`src/rtl/driver_dac.sv`:
```
// Direct-digital-synthesis DAC driver: phase accumulator, waveform shaping, amplitude scaling.
// Optional table waveform (Wave_Sel=3) is enabled by defining DRIVER_DAC_TABLE_EN.
module driver_dac #(
  parameter int unsigned CLK_DIV = 4,
  parameter int unsigned PHASE_W = 24
) (
  input  logic               clk,
  input  logic               Rst,
  input  logic               Start,
  input  logic               Stop,
  input  logic [PHASE_W-1:0] Freq_Word,
  input  logic               Freq_Valid,
  output logic               Freq_Ready,
  input  logic [1:0]         Wave_Sel,
  input  logic [7:0]         Amplitude,
  output logic [7:0]         Table_Addr,
  input  logic [7:0]         Table_Data,
  output logic               clk_DAC,
  output logic               DAC_En,
  output logic [7:0]         DAC_Data,
  output logic               Busy,
  output logic               Wrap
);

  localparam int unsigned DIV_W = $clog2(CLK_DIV);
  localparam int unsigned HALF  = CLK_DIV / 2;

  typedef enum logic [1:0] {StIdle, StRun, StStopping} state_e;

  state_e             state_q, state_d;
  logic [DIV_W-1:0]   div_q, div_d;
  logic               clk_dac_q, clk_dac_d;
  logic [PHASE_W-1:0] phase_q, phase_d;
  logic [PHASE_W-1:0] active_q, active_d;
  logic [PHASE_W-1:0] pend_q, pend_d;
  logic               pend_vld_q, pend_vld_d;
  logic [7:0]         samp_q, samp_d;
  logic               s1_q, s2_q;
  logic [7:0]         dac_q, dac_d;
  logic               en_q, en_d;

  logic               busy, tick, run_tick, carry, wrap, xfer;
  logic [PHASE_W-1:0] sum;
  logic [7:0]         w, scaled;
  logic [16:0]        prod;
  logic               unused_bits;

  assign busy     = (state_q != StIdle);
  assign tick     = (div_q == '0);
  assign run_tick = tick & busy;
  assign {carry, sum} = {1'b0, phase_q} + {1'b0, active_q};
  assign wrap     = run_tick & carry & Rst;
  assign xfer     = Freq_Valid & ~pend_vld_q;

  always_comb begin
    div_d     = (div_q == DIV_W'(CLK_DIV - 1)) ? '0 : div_q + DIV_W'(1);
    clk_dac_d = (div_d >= DIV_W'(HALF));
  end

  always_comb begin
    state_d = state_q;
    unique case (state_q)
      StIdle:     if (tick && Start && !Stop) state_d = StRun;
      StRun:      if (Stop) state_d = StStopping;
      StStopping: if (wrap) state_d = StIdle;
      default:    state_d = StIdle;
    endcase
  end

  // Phase is forced to zero in IDLE, including the wrap that returns there.
  always_comb begin
    phase_d = phase_q;
    if (!busy) begin
      phase_d = '0;
    end else if (run_tick) begin
      phase_d = (state_d == StIdle) ? '0 : sum;
    end
  end

  // A word captured on a wrap clk is only applied at the following wrap.
  always_comb begin
    active_d   = active_q;
    pend_d     = pend_q;
    pend_vld_d = pend_vld_q;
    if (pend_vld_q && (!busy || wrap)) begin
      active_d   = pend_q;
      pend_vld_d = 1'b0;
    end
    if (xfer) begin
      pend_d     = Freq_Word;
      pend_vld_d = 1'b1;
    end
  end

  assign samp_d = run_tick ? phase_q[PHASE_W-1 -: 8] : samp_q;

  always_comb begin
    w = samp_q;
    case (Wave_Sel)
      2'd0: w = samp_q;
      2'd1: w = samp_q[7] ? ~{samp_q[6:0], 1'b0} : {samp_q[6:0], 1'b0};
      2'd2: w = {8{samp_q[7]}};
`ifdef DRIVER_DAC_TABLE_EN
      2'd3: w = Table_Data;
`else
      2'd3: w = samp_q;
`endif
      default: w = samp_q;
    endcase
  end

  assign prod   = {9'd0, w} * {8'd0, ({1'b0, Amplitude} + 9'd1)};
  assign scaled = prod[15:8];

  // Sample lands two clks after its tick so Table_Data has settled.
  always_comb begin
    dac_d = dac_q;
    if (state_d == StIdle) begin
      dac_d = 8'h80;
    end else if (s2_q) begin
      dac_d = scaled;
    end
    en_d = busy && (state_d != StIdle);
  end

  always_ff @(posedge clk) begin
    if (!Rst) begin
      state_q    <= StIdle;
      div_q      <= '0;
      clk_dac_q  <= 1'b0;
      phase_q    <= '0;
      active_q   <= '0;
      pend_q     <= '0;
      pend_vld_q <= 1'b0;
      samp_q     <= '0;
      s1_q       <= 1'b0;
      s2_q       <= 1'b0;
      dac_q      <= 8'h80;
      en_q       <= 1'b0;
    end else begin
      state_q    <= state_d;
      div_q      <= div_d;
      clk_dac_q  <= clk_dac_d;
      phase_q    <= phase_d;
      active_q   <= active_d;
      pend_q     <= pend_d;
      pend_vld_q <= pend_vld_d;
      samp_q     <= samp_d;
      s1_q       <= run_tick;
      s2_q       <= s1_q;
      dac_q      <= dac_d;
      en_q       <= en_d;
    end
  end

`ifdef DRIVER_DAC_TABLE_EN
  assign Table_Addr  = samp_q;
  assign unused_bits = ^{prod[16], prod[7:0]};
`else
  assign Table_Addr  = 8'h00;
  assign unused_bits = ^{prod[16], prod[7:0], Table_Data};
`endif

  assign Freq_Ready = ~pend_vld_q;
  assign clk_DAC    = clk_dac_q;
  assign DAC_En     = en_q;
  assign DAC_Data   = dac_q;
  assign Busy       = busy;
  assign Wrap       = wrap;

endmodule
```
`config.mk`:
```
export PLATFORM = sky130hd
export DESIGN_NAME = driver_dac
export DESIGN_NICKNAME = d
export VERILOG_FILES = /design/src/rtl/driver_dac.sv
export SDC_FILE = /design/constraint.sdc
export NUM_CORES = 1
export LEC_CHECK = 0
export BUFFER_PORTS_ARGS = -buffer_cell sky130_fd_sc_hd__buf_2
export CAP_MARGIN = 40
export CORE_ASPECT_RATIO = 1.75
export CORE_MARGIN = 2
export CORE_UTILIZATION = 61
export CTS_BUF_LIST = sky130_fd_sc_hd__clkbuf_4 sky130_fd_sc_hd__clkbuf_8 sky130_fd_sc_hd__clkbuf_16
export DETAILED_ROUTE_END_ITERATION = 16
export GPL_TIMING_DRIVEN = 0
export PLACE_DENSITY = 0.81
export SLEW_MARGIN = 5
export SYNTH_ARGS = -nofsm -noshare
export SYNTH_HDL_FRONTEND = slang
export SYNTH_SLANG_ARGS = --single-unit
```
`constraint.sdc`:
```
create_clock -name clk -period 7 [get_ports clk]
set_input_delay 0.7 -clock clk [delete_from_list [all_inputs] [get_ports clk]]
set_output_delay 0.7 -clock clk [all_outputs]
set_load 0.01 [all_outputs]
```
# Word-level counts from Yosys, hierarchy flattened
# Cells that the tools add are included.
# word_totals
register_bits	97
latch_bits	0
ram_bits	0
rom_bits	0
in_bits	47
out_inout_bits	21
word_cells	57
n_memories	0
# op_classes
n_addsub	3
multipliers	1
n_div	0
magnitude_cmp	1
n_eq_ne	6
shifts	0
n_mux	10
bitwise	7
n_reduce_logical	17
# ops
operator	n
24-bit by 24-bit adder with 25-bit output	1
24-bit 2-to-1 mux	1
8-bit case mux with 3 select lines	1
8-bit by 9-bit multiplier with 16-bit output	1
8-bit by 1-bit adder with 9-bit output (second input constant)	1
2-bit == test (second input constant)	4
2-bit logical NOT	4
2-bit 2-to-1 mux	4
8-bit 2-to-1 mux	1
8-bit inverter	1
2-bit case mux with 3 select lines	1
2-bit nonzero test	3
1-bit bitwise AND	4
2-bit by 1-bit == test with 1-bit output (second input constant)	2
1-bit logical AND	4
2-bit OR reduction	2
2-bit by 1-bit adder with 2-bit output (second input constant)	1
2-bit >= comparator (second input constant)	1
1-bit logical NOT	2
1-bit 2-to-1 mux	2
1-bit inverter	2
2-bit AND reduction	1
1-bit logical OR	1

# Longest topological paths before layout
# logic_depth
depth_word	8
mapped_depth	23
ltp_nobuf	22

# Worst setup path before layout
# Ideal clock, no wire load.
# synth_timing
path_kind	in2reg
from	input port Wave_Sel[1]
to	register dac_q[7], in the netlist DAC_Data[7]
setup_time_ns	0.120
arrival_ns	5.670
t_required_ns	6.880
path_slack_ns	1.211
stages	19
n_path_buf	0
path_cell_list	inv_1 > ha_1 > nor2b_1 > a222oi_1 > nor2b_1 > fa_1 > fa_1 > inv_1 > fa_1 > fa_1 > inv_1 > ha_1 > a2111oi_0 > o31ai_1 > a21oi_2 > a21oi_2 > a211oi_2 > xnor2_1 > a211o_1
# synth_between
elab_chain_len	4
elab_cells_between_ends	7
cone_classes	mul: 1; eq/ne: 3; mux: 1; reduce/logical: 2
# synth_rtl
item	line	text
start, declared	14	input logic [1:0] Wave_Sel,
2-bit == test / 2-bit logical NOT (equally long branches)	99	case (Wave_Sel)
2-bit OR reduction (no line)	n/a	
8-bit case mux with 3 select lines *	99	
8-bit by 9-bit multiplier with 16-bit output *	112	assign prod = {9'd0, w} * {8'd0, ({1'b0, Amplitude} + 9'd1)};
end signal, assigned	138	dac_q <= 8'h80;
end signal, assigned	151	dac_q <= dac_d;
end, declared	39	logic [7:0] dac_q, dac_d;
# Every way passes the cells marked *; elsewhere a longest branch is shown, timed or not.
# A chain may end at the register's enable or synchronous reset.

# Final worst setup path
# Ends and elaborated chain as after synthesis.

==> flow_metrics.py <==
metrics = {
    "floorplan": {
        "dieArea_um2": 12700,
        "die_y_um": 148,
        "ios": 68,
        "core-area_um2": 11500,
        "row_count": 52,
        "die_w_um": 86.1,
        "initial_utilization_pct": 62.5,
    },
    "timing": {
        "relSlewSlack_pct": 18.4,
        "clock_skew_ns": 0.00949,
        "worstMarginPinSlew_ns": 1.22,
        "fin_crit_ns": 6.53,
        "slew_viol_final": 0,
        "finalSetupViolations": 0,
        "finalHoldViolations": 0,
        "post-route-period-util_pct": 93.3,
        "fmax_mhz": 153,
        "rsz0062_at_grt": "no",
    },
    "clock_tree": {
        "cts_made_buffers": 9,
        "post-cts-setup-buffers": 0,
        "clk_pin_slew_ns": 0.07,
        "cts_tree": "yes",
        "ctsRootBufferMaster": "clkbuf_16",
        "clk_latency_ns": 0.35,
        "h-tree-depth": 3,
        "holdBufCountCts": 0,
        "clkSinkCount": 96,
        "cts_buffer_depth": 2,
        "ctsResizeCount": 0,
    },
    "route": {
        "firstDrtPassIters": 5,
        "vias_per_cell": 5.77,
        "drt_iter0_markers": 269,
        "route.vias.total": 6240,
        "wl_mm": 17.3,
        "drc": 0,
        "postRouteAntennaNets": 0,
        "wl_per_cell_um": 16.0,
    },
    "critical_path": {
        "timing.critical_path.from": "Wave_Sel[1]",
        "cpMostUsedCell": "fa_1",
        "path_buf_inv": 3,
        "reg2regPathDepth": 16,
        "slowest_stage": "a222oi_1",
        "r2r_slack_ns": 1.09,
        "path_max_fanout": 9,
        "r2r_start": "samp_q[7]",
        "startpoint_type": "primary input",
        "crit_path_end": "DAC_Data[7]",
        "crit_family": "compound AO/OA/AOI/OAI gates",
        "slowest_delay_ns": 0.95,
        "end_kind": "flop",
        "path_depth": 20,
        "rr_endpoint": "DAC_Data[7]",
        "timing_worst_setup_path_type": "in -> reg",
        "critPathRequiredTime_ns": 7.24,
        "crit_chain": "buf_2 > inv_1 > ha_1 > nand2b_1 > o21ai_0 > a222oi_1 > or2_2 > fa_1 > fa_1 > inv_1 > fa_1 > fa_1 > ha_1 > a2111oi_0 > o31ai_1 > a21oi_2 > a21oi_2 > a211oi_2 > xnor2_1 > a211o_1",
        "cp_data_arrival_time_ns": 6.77,
    },
    "synthesis": {
        "synth.distinct_cells": 69,
        "synth_area_leaders": "dfxtp_1 27%, fa_1 11%, ha_1 11%",
        "ys.flop_type": "dfxtp_1",
        "syn_avg_cell_area_um2": 8.27,
        "yosysTopAreaCellShare_pct": 26.7,
        "synth_top_area_cell": "dfxtp_1",
        "seq_area_frac_synth_pct": 26.7,
        "syn_inst": 871,
        "async_flop_share_pct": 0,
        "yosysWarnings": 0,
        "synth_edf_count": 0,
        "synth_seq_cells": 96,
        "syn_area_um2": 7200,
    },
    "place": {
        "placed_area_um2": 7660,
        "port_buffers": 51,
        "dp_cells": 1065,
        "dpl.hpwl_mm": 13.8,
        "gp_congestion": 0.939,
    },
    "power_and_ir_drop": {
        "pwr_density_cell_nw_per_um2": 159,
        "power_frac_clock_pct": 38.6,
        "p_switching_mw": 0.371,
        "p_sw_share_pct": 29.3,
        "share_comb_of_total_power_pct": 15.8,
        "leakage_nw": 3.60,
        "p_total_mw": 1.27,
        "p_int_mw": 0.895,
        "p_seq_share_pct": 45.6,
        "vdd_drop_max_uv": 186,
    },
    "cells_and_area": {
        "fin_cells": 1081,
        "drive_above_1_share_pct": 11.8,
        "fin_util_pct": 69.1,
        "antennaDiodeCount": 0,
        "fillers": 951,
        "nets": 1090,
        "final_cell_mix": "167 x nand2_1, 96 x dfxtp_1, 79 x nor2_1",
        "final_common_cell": "nand2_1",
        "syn2layout_area_growth_pct": 10.5,
        "stdcell_area_um2": 7960,
    },
    "job": {
        "drv_cap": 0,
    },
    "global_route": {
        "grt_antenna_before_repair": 0,
        "grtUsageTotal_pct": 28.5,
        "grt_overflow": 0,
        "grt_max_degree": 19,
        "grt_pass1_wl_mm": 28.8,
        "grt_pass1_vias": 6541,
    },
    "worst_hold_path": {
        "whs_path_depth": 1,
        "worstHoldPathType": "reg -> reg",
    },
    "status": {
        "status": "completed",
    },
}
==> cells by family (layout without fill, tap and decap cells) <==
group / after synthesis / after routing / share of synthesized area, %
simple gates: 321 / 321 / 19.4
compound gates: 190 / 190 / 18.2
buf+inv: 105 / 173 / 6.50
fa+ha+maj: 102 / 102 / 22.0
flops: 96 / 96 / 26.7
xor+xnor: 31 / 31 / 3.77
mux: 25 / 25 / 3.48
other cells: 1 / 8 / 0.0521
==> synth_stat cells, drive strengths merged, types with 3 or more instances <==
cell type  count
a211oi         5
a21boi        36
a21o          13
a21oi         48
a222oi         5
and2           3
and3           4
buf           13
clkbuf        29
dfxtp         96
fa            41
ha            61
inv           63
mux2i         25
nand2        167
nand2b         4
nand3         14
nand3b         3
nor2          79
nor2b         16
nor3           6
o211ai         6
o21a           9
o21ai         40
o21bai         4
o31a           3
or2           14
or3            3
xnor2         23
xor2           8
==> flip-flops by register name, indices dropped and copies added, names as in the netlist <==
name and cells:
pend_vld_q 1, s1_q 1, active_q 24, phase_q 24
div_q 2, pend_q 24, state_q 2, samp_q 8
DAC_Data 8, DAC_En 1, s2_q 1
==> power by group through the flow <==
stage	combinational, mW	sequential, mW	clock, mW
floorplan	0.137	0.586	0
global placement	0.196	0.589	0
detailed placement	0.198	0.590	0
CTS	0.200	0.577	0.489
global route	0.219	0.579	0.516
finish	0.200	0.577	0.489
==> per-layer routing <==
layer	up-vias	track usage, %	routed length (um)
li1	3047	-	-
met5	-	0	0
met1	2969	25.9	5720
met4	0	15.4	910
met2	158	57.7	10100
met3	66	3.46	583
==> stage by stage <==
stage               TNS [ns]  hold WS [ns]  setup slack [ns]
floorplan                  0         0.412              1.21
global placement    -0.00678         0.415          -0.00678
detailed placement         0         0.434             0.104
CTS                        0         0.453             0.460
global route               0         0.470             0.173
finish                     0         0.447             0.471
==> worst register-to-register path: stages, from the launching register on <==
cell and delay [ns]:
dfxtp_1 0.33, nor2b_1 0.11, a222oi_1 1.07, or2_2 0.27, fa_1 0.44, fa_1 0.54
inv_1 0.06, fa_1 0.53, fa_1 0.51, ha_1 0.23, a2111oi_0 0.48, o31ai_1 0.14
a21oi_2 0.32, a21oi_2 0.18, a211oi_2 0.23, xnor2_1 0.10, a211o_1 0.29
==> area by class of cell <==
type	instances	area, um^2	share of cell area [%]
repair buffers	52	260	3.27
inverters	63	236	2.97
flip-flops and latches	96	1920	24.2
clock buffers	10	239	3.00
well taps	135	169	2.12
clock inverters	6	62.6	0.786
plain buffers	42	231	2.91
multi-input cells	677	4840	60.8
==> how the worst min path moves through the flow <==
stage	endpoint	start	slack (ns)
final	s2_q	s1_q	0.45
after CTS	s2_q	s1_q	0.45
after global routing	s2_q	s1_q	0.47
after detailed placement	s2_q	s1_q	0.43
after global placement	s2_q	s1_q	0.41
after floorplan	s2_q	s1_q	0.41
Note: power is estimated with default switching activity, not from simulation.
